## src/rtl/calc_op_sequencer_if.sv

```systemverilog
// Handshake and adder-side signals of the operand sequencer.
// The slave modport is the sequencer; the master modport is its environment (host plus adder).
interface calc_op_sequencer_if;
  logic [7:0] Data_In;
  logic       Load_A;
  logic       Load_B;
  logic [1:0] Op;
  logic       Use_Result;
  logic       Start;
  logic       Busy;
  logic       Done;
  logic [7:0] Result;
  logic [3:0] Flags;
  logic [7:0] Adder_A;
  logic [7:0] Adder_B;
  logic       Adder_Sub;
  logic [7:0] Adder_S;
  logic [3:0] Adder_Flags;

  modport slave (
    input  Data_In, Load_A, Load_B, Op, Use_Result, Start, Adder_S, Adder_Flags,
    output Busy, Done, Result, Flags, Adder_A, Adder_B, Adder_Sub
  );

  modport master (
    output Data_In, Load_A, Load_B, Op, Use_Result, Start, Adder_S, Adder_Flags,
    input  Busy, Done, Result, Flags, Adder_A, Adder_B, Adder_Sub
  );
endinterface

```

## src/rtl/calc_op_sequencer.sv

```systemverilog
// Operand staging and sequencing in front of an external 8-bit adder/subtractor.
// Single-pass ADD/SUB/CMP; MUL as an 8-step shift-and-add loop through the same adder.
//
// state  | meaning
// IDLE   | operands loadable, waiting for Start
// EXEC   | single adder pass (ADD/SUB/CMP)
// MSTEP  | multiply loop, one partial product per cycle
// DONE   | Done pulse; behaves like IDLE for Start/loads
module calc_op_sequencer (
  input  logic                  Clk,
  input  logic                  Rst_n,
  calc_op_sequencer_if.slave    bus
);

  typedef enum logic [1:0] {S_IDLE, S_EXEC, S_MSTEP, S_DONE} state_t;

  localparam logic [1:0] OP_SUB = 2'b01;
  localparam logic [1:0] OP_MUL = 2'b10;
  localparam logic [1:0] OP_CMP = 2'b11;

  state_t     state_q, state_d;
  logic [7:0] a_q, a_d;
  logic [7:0] b_q, b_d;
  logic [1:0] op_q, op_d;
  logic [7:0] acc_q, acc_d;
  logic [7:0] mcand_q, mcand_d;
  logic [7:0] mplier_q, mplier_d;
  logic [2:0] cnt_q, cnt_d;
  logic       carry_q, carry_d;
  logic [7:0] result_q, result_d;
  logic [3:0] flags_q, flags_d;

  logic       ready;
  logic [7:0] a_eff;
  logic       busy;
  logic       done;
  logic [7:0] adder_a;
  logic [7:0] adder_b;
  logic       adder_sub;

  assign ready = (state_q == S_IDLE) || (state_q == S_DONE);
  assign a_eff = bus.Use_Result ? result_q : a_q;

  always_ff @(posedge Clk or negedge Rst_n) begin
    if (!Rst_n) begin
      state_q  <= S_IDLE;
      a_q      <= 8'h00;
      b_q      <= 8'h00;
      op_q     <= 2'b00;
      acc_q    <= 8'h00;
      mcand_q  <= 8'h00;
      mplier_q <= 8'h00;
      cnt_q    <= 3'd0;
      carry_q  <= 1'b0;
      result_q <= 8'h00;
      flags_q  <= 4'b0000;
    end else begin
      state_q  <= state_d;
      a_q      <= a_d;
      b_q      <= b_d;
      op_q     <= op_d;
      acc_q    <= acc_d;
      mcand_q  <= mcand_d;
      mplier_q <= mplier_d;
      cnt_q    <= cnt_d;
      carry_q  <= carry_d;
      result_q <= result_d;
      flags_q  <= flags_d;
    end
  end

  always_comb begin
    state_d = state_q;
    case (state_q)
      S_IDLE, S_DONE: begin
        if (bus.Start)
          state_d = (bus.Op == OP_MUL) ? S_MSTEP : S_EXEC;
        else
          state_d = S_IDLE;
      end
      S_EXEC:  state_d = S_DONE;
      S_MSTEP: if (cnt_q == 3'd7) state_d = S_DONE;
      default: state_d = S_IDLE;
    endcase
  end

  always_comb begin
    a_d      = a_q;
    b_d      = b_q;
    op_d     = op_q;
    acc_d    = acc_q;
    mcand_d  = mcand_q;
    mplier_d = mplier_q;
    cnt_d    = cnt_q;
    carry_d  = carry_q;
    result_d = result_q;
    flags_d  = flags_q;
    if (ready) begin
      if (bus.Start) begin
        op_d     = bus.Op;
        a_d      = a_eff;
        acc_d    = 8'h00;
        mcand_d  = a_eff;
        mplier_d = b_q;
        cnt_d    = 3'd0;
        carry_d  = 1'b0;
      end else begin
        if (bus.Load_A) a_d = bus.Data_In;
        if (bus.Load_B) b_d = bus.Data_In;
      end
    end else if (state_q == S_EXEC) begin
      flags_d = bus.Adder_Flags;
      if (op_q != OP_CMP) result_d = bus.Adder_S;
    end else if (state_q == S_MSTEP) begin
      acc_d    = bus.Adder_S;
      mcand_d  = mcand_q << 1;
      mplier_d = mplier_q >> 1;
      cnt_d    = cnt_q + 3'd1;
      // A multiplicand bit lost off the top still counts if a later multiplier bit would add it.
      carry_d  = carry_q | bus.Adder_Flags[3] | (mcand_q[7] & (|mplier_q[7:1]));
      if (cnt_q == 3'd7) begin
        result_d = bus.Adder_S;
        flags_d  = {carry_d, 1'b0, bus.Adder_S[7], (bus.Adder_S == 8'h00)};
      end
    end
  end

  always_comb begin
    busy      = 1'b0;
    done      = 1'b0;
    adder_a   = a_q;
    adder_b   = b_q;
    adder_sub = 1'b0;
    case (state_q)
      S_EXEC: begin
        busy      = 1'b1;
        adder_sub = (op_q == OP_SUB) || (op_q == OP_CMP);
      end
      S_MSTEP: begin
        busy    = 1'b1;
        adder_a = acc_q;
        adder_b = mplier_q[0] ? mcand_q : 8'h00;
      end
      S_DONE:  done = 1'b1;
      default: ;
    endcase
  end

  assign bus.Busy      = busy;
  assign bus.Done      = done;
  assign bus.Result    = result_q;
  assign bus.Flags     = flags_q;
  assign bus.Adder_A   = adder_a;
  assign bus.Adder_B   = adder_b;
  assign bus.Adder_Sub = adder_sub;

endmodule
```

## src/flat_wrapper.sv

```systemverilog
// flat-port wrapper written by rule: the top's interface ports become plain ports
module calc_op_sequencer_flat 
  (Clk, Rst_n, bus_Data_In, bus_Load_A, bus_Load_B, bus_Op, bus_Use_Result, bus_Start, bus_Adder_S, bus_Adder_Flags, bus_Busy, bus_Done, bus_Result, bus_Flags, bus_Adder_A, bus_Adder_B, bus_Adder_Sub);
  calc_op_sequencer_if bus_i ();
  input  logic Clk;
  input  logic Rst_n;
  input wire logic [$bits(bus_i.Data_In)-1:0] bus_Data_In;
  input wire logic [$bits(bus_i.Load_A)-1:0] bus_Load_A;
  input wire logic [$bits(bus_i.Load_B)-1:0] bus_Load_B;
  input wire logic [$bits(bus_i.Op)-1:0] bus_Op;
  input wire logic [$bits(bus_i.Use_Result)-1:0] bus_Use_Result;
  input wire logic [$bits(bus_i.Start)-1:0] bus_Start;
  input wire logic [$bits(bus_i.Adder_S)-1:0] bus_Adder_S;
  input wire logic [$bits(bus_i.Adder_Flags)-1:0] bus_Adder_Flags;
  output wire logic [$bits(bus_i.Busy)-1:0] bus_Busy;
  output wire logic [$bits(bus_i.Done)-1:0] bus_Done;
  output wire logic [$bits(bus_i.Result)-1:0] bus_Result;
  output wire logic [$bits(bus_i.Flags)-1:0] bus_Flags;
  output wire logic [$bits(bus_i.Adder_A)-1:0] bus_Adder_A;
  output wire logic [$bits(bus_i.Adder_B)-1:0] bus_Adder_B;
  output wire logic [$bits(bus_i.Adder_Sub)-1:0] bus_Adder_Sub;
  assign bus_i.Data_In = bus_Data_In;
  assign bus_i.Load_A = bus_Load_A;
  assign bus_i.Load_B = bus_Load_B;
  assign bus_i.Op = bus_Op;
  assign bus_i.Use_Result = bus_Use_Result;
  assign bus_i.Start = bus_Start;
  assign bus_i.Adder_S = bus_Adder_S;
  assign bus_i.Adder_Flags = bus_Adder_Flags;
  assign bus_Busy = bus_i.Busy;
  assign bus_Done = bus_i.Done;
  assign bus_Result = bus_i.Result;
  assign bus_Flags = bus_i.Flags;
  assign bus_Adder_A = bus_i.Adder_A;
  assign bus_Adder_B = bus_i.Adder_B;
  assign bus_Adder_Sub = bus_i.Adder_Sub;
  calc_op_sequencer u_core (.Clk(Clk), .Rst_n(Rst_n), .bus(bus_i));
endmodule
```

## config.mk

```make
export PLATFORM = sky130hd
export DESIGN_NAME = calc_op_sequencer_flat
export DESIGN_NICKNAME = d
export VERILOG_FILES = /design/src/rtl/calc_op_sequencer_if.sv /design/src/rtl/calc_op_sequencer.sv /design/src/flat_wrapper.sv
export SDC_FILE = /design/constraint.sdc
export NUM_CORES = 1
export LEC_CHECK = 0
export CAP_MARGIN = 20
export CORE_ASPECT_RATIO = 1.1
export CORE_MARGIN = 2
export CORE_UTILIZATION = 54
export CTS_BUF_LIST = sky130_fd_sc_hd__clkbuf_2
export DETAILED_ROUTE_END_ITERATION = 10
export PLACE_DENSITY = 0.94
export RECOVER_POWER = 25
export SYNTH_ARGS = -nofsm -noshare
export SYNTH_HDL_FRONTEND = slang
export SYNTH_SLANG_ARGS = --single-unit
export TNS_END_PERCENT = 30
```

## constraint.sdc

```tcl
create_clock -name Clk -period 2.4 [get_ports Clk]
set_clock_uncertainty 0.2 [all_clocks]
set_input_delay 0.36 -clock Clk [delete_from_list [all_inputs] [get_ports Clk]]
set_output_delay 0.36 -clock Clk [all_outputs]
set_load 0.005 [all_outputs]
```

==> results.sh, run 1 <==
export IMPL_drive_above_1_share=0.259
export IMPL_cp_max_fo=4
export IMPL_yosys_top_cells_area="dfrtp_1 50%, mux2_2 9.3%, o22ai_1 4.3%"
export IMPL_yosys_area_top_type="dfrtp_1"
export IMPL_async_flop_share=1.00
export IMPL_clkTransAtPathRegs_ns=0.15
export IMPL_antennaDiodeCount=0
export IMPL_power_density_nw_per_um2=1470
export IMPL_cap_violations=0
export IMPL_dp_hpwl_um=5220
export IMPL_port_buffer_count=58
export IMPL_wl_per_cell_um=19.1
export IMPL_fin_tns_setup_ns=-0.162
export IMPL_synth_fp_nets=315
export IMPL_grt_setup_unrepaired="true"
export IMPL_syn_instance_count=281
export IMPL_criticalPathCategory="reg2out"
export IMPL_dieArea_um2=6230
export IMPL_timing_final_ws_setup_ns=-0.0868
export IMPL_clock_sinks=60
export IMPL_path_cells="ha_4, buf_12, buf_6, buf_6, mux2_4, buf_6"
export IMPL_core_area_um2=5400
export IMPL_synth_top_area_share=0.496
export IMPL_hold_violations=0
export IMPL_die_y_um=82.6
export IMPL_yosys_warnings=0
export IMPL_synth_edf_count=0
export IMPL_grt_use_total=0.281
export IMPL_critPathMaxStageDelay_ns=0.44
export IMPL_core_rowCount=28
export IMPL_synthMostInstantiatedCell="dfrtp_1"
export IMPL_final_area_um2=3920
export IMPL_final_cells=430
export IMPL_cp_end_kind="output port"
export IMPL_netlist_area_um2=3030
export IMPL_crit_required_ns=1.84
export IMPL_initial_core_util=0.561
export IMPL_htreeDepth=3
export IMPL_ioPinCount=59
export IMPL_cts_buffers=9
export IMPL_grt_antenna_before_repair=0
export IMPL_root_buffer="clkbuf_2"
export IMPL_cp_start_kind="register"
export IMPL_cts_tree="built"
export IMPL_cp_top_family="buffers and inverters"
export IMPL_finalCriticalPeriod_ns=2.49
export IMPL_areaGrowthSynthToFinish_pct=29.4
export IMPL_yosysUniqueCellTypes=41
export IMPL_dpl_instance_area_um2=3710
export IMPL_worstHoldPathType="in2reg"
export IMPL_wl_um=8210
export IMPL_slew_viol_final=0
export IMPL_min_period_over_period=1.04
export IMPL_violations="setup timing"
export IMPL_pre_cts_ws_ns=0.160
export IMPL_status="finished, violations left"
export IMPL_syn_area_per_cell_um2=10.8
export IMPL_synth_seq_cells=60
export IMPL_cpMaxStageDelayCell="dfrtp_1"
export IMPL_grt_max_degree=61
export IMPL_viasPerCell=6.23
export IMPL_ant_nets=0
export IMPL_drt_initial_drc_count=430
export IMPL_clock_latency_ns=0.50
export IMPL_arrival_ns=1.93
export IMPL_grt_ovfl_total=0
export IMPL_crit_top_cell="buf_6"
export IMPL_setup_violations=2
export IMPL_post_place_cells=403
export IMPL_synth_ff_type="dfrtp_1"
export IMPL_grt_pass1_wl_um=12700
export IMPL_slew_headroom=0.0284
export IMPL_grt_pass1_vias=2512
export IMPL_die_x_um=75.4
export IMPL_hold_ws_ns=0.255
export IMPL_gp_congestion=0.838
export IMPL_path_buf_inv=4
export IMPL_ir_worst_vdd_mv=0.720
export IMPL_vias=2681
export IMPL_p_leak_uw=0.00176
export IMPL_max_freq_ghz=0.402
export IMPL_dr_pass1_iters=5
export IMPL_worst_pin_slew_ns=1.46
export IMPL_nNetsFinal=385
export IMPL_yosysSeqAreaShare=0.496
export IMPL_synthTopCellsByCount="60 x dfrtp_1, 25 x mux2_2, 21 x o22ai_1"
export IMPL_drc_errors=0
export IMPL_clockBufferDepth=2
-- worst reg2reg max path, stage by stage (launching register included) --
cell	delay, ns
dfrtp_1	0.44
buf_4	0.14
buf_4	0.13
inv_2	0.07
ha_1	0.42
inv_2	0.26
o21ai_2	0.28
a22o_1	0.22
-- metal layers --
metal  GRT usage  share of wire  up-vias
met3      0.0619          0.070       33
met1       0.373           0.40     1317
met2       0.438           0.50      151
met4       0.130          0.028        0
li1            -              -     1180
met5           0              0        -
-- layout make-up --
class,count,area [um^2]
sequential,60,1500
fill,357,1480
multi-input combinational,187,1430
timing repair buffer,79,772
tap,75,93.8
inverter,14,52.6
clock buffer,9,45.0
clock inverter,6,22.5
-- flip-flops by register name, indices dropped and copies added (netlist names) --
name and count:
u_core.carry_q 1, u_core.a_q 8, u_core.acc_q 8, u_core.bus.Result 8
u_core.mplier_q 8, u_core.bus.Flags 4, u_core.b_q 8, u_core.cnt_q 3
u_core.state_q 2, u_core.op_q 2, u_core.mcand_q 8
-- cells by family (layout without fill, tap and decap cells) --
family,after synthesis,after routing,synth area share
compound gates,97,97,0.219
flops,60,60,0.496
simple gates,49,49,0.0826
mux,35,35,0.126
buf+inv,34,108,0.0516
fa+ha+maj,6,6,0.0248
-- stage by stage --
stage | util | power [uW]
after detailed placement | 0.688 | 5010
final | 0.726 | 5770
after global routing | 0.726 | 6120
after floorplan | - | 3730
after global placement | 0.688 | 4860
after CTS | 0.720 | 5570
-- cell usage in the layout (no fill, tap or decap), drive strengths merged, types with 2 or more instances in the layout --
cell type / count
a22o: 11
a31o: 5
ha: 6
clkbuf: 20
nor2: 16
nand3b: 2
or3: 2
o22ai: 21
a21oi: 16
nand2: 6
a21o: 8
dlymetal6s2s: 2
a31oi: 3
nor4: 2
o21ai: 18
buf: 25
a22oi: 2
inv: 14
clkinv: 6
nand3: 10
dfrtp: 60
a211oi: 7
mux2i: 10
nor2b: 5
mux2: 25
nand2b: 2
clkdlybuf4s50: 38
-- path summary, 6_finish.rpt --
| path | start | end | slack [ns] | cells past startpoint |
|---|---|---|---|---|
| max | u_core.state_q[1] | bus_Adder_A[2] | -0.09 | 6 |
| min | bus_Op[1] | u_core.op_q[1] | 0.26 | 3 |
| max reg2reg | u_core.state_q[1] | u_core.acc_q[6] | 0.16 | 7 |
| min reg2reg | u_core.bus.Flags[2] | u_core.bus.Flags[2] | 0.32 | 1 |
| max in group asynchronous | Rst_n | u_core.bus.Result[4] | 0.51 | 3 |
| min in group asynchronous | Rst_n | u_core.cnt_q[1] | 0.61 | 3 |
-- power by group --
part           switching, uW  total [uW]  internal [uW]  leakage (uW)
registers                471        1990           1520      0.000716
clock network            351         462            111     0.0000468
logic                   1570        3320           1750      0.000999
-- timing repair --
action / CTS / global route
setup buffers: 3 / 6
resized for setup: 43 / 39
pin swaps: 0 / 1
endpoints found under the setup margin: 18 / 16
hold endpoints to repair: 60 / 0
hold buffers: 1 / 0
gates cloned: 2 / 0
(Power assumes the default switching activity.)
==> inputs of run 2 (changes only) <==
--- a/config.mk
+++ b/config.mk
@@ -5,7 +5,7 @@
 export SDC_FILE = /design/constraint.sdc
 export NUM_CORES = 1
 export LEC_CHECK = 0
-export CAP_MARGIN = 20
+export CAP_MARGIN = 40
 export CORE_ASPECT_RATIO = 1.1
 export CORE_MARGIN = 2
 export CORE_UTILIZATION = 54
==> results of run 2 <==
No change in the layout: final DEF, timing and power equal those of run 1.
==> inputs of run 3 (changes only) <==
--- a/config.mk
+++ b/config.mk
@@ -11,6 +11,7 @@
 export CORE_UTILIZATION = 54
 export CTS_BUF_LIST = sky130_fd_sc_hd__clkbuf_2
 export DETAILED_ROUTE_END_ITERATION = 10
+export GPL_ROUTABILITY_DRIVEN = 0
 export PLACE_DENSITY = 0.94
 export RECOVER_POWER = 25
 export SYNTH_ARGS = -nofsm -noshare
==> results of run 3 <==
No change in the layout: final DEF, timing and power equal those of run 1.
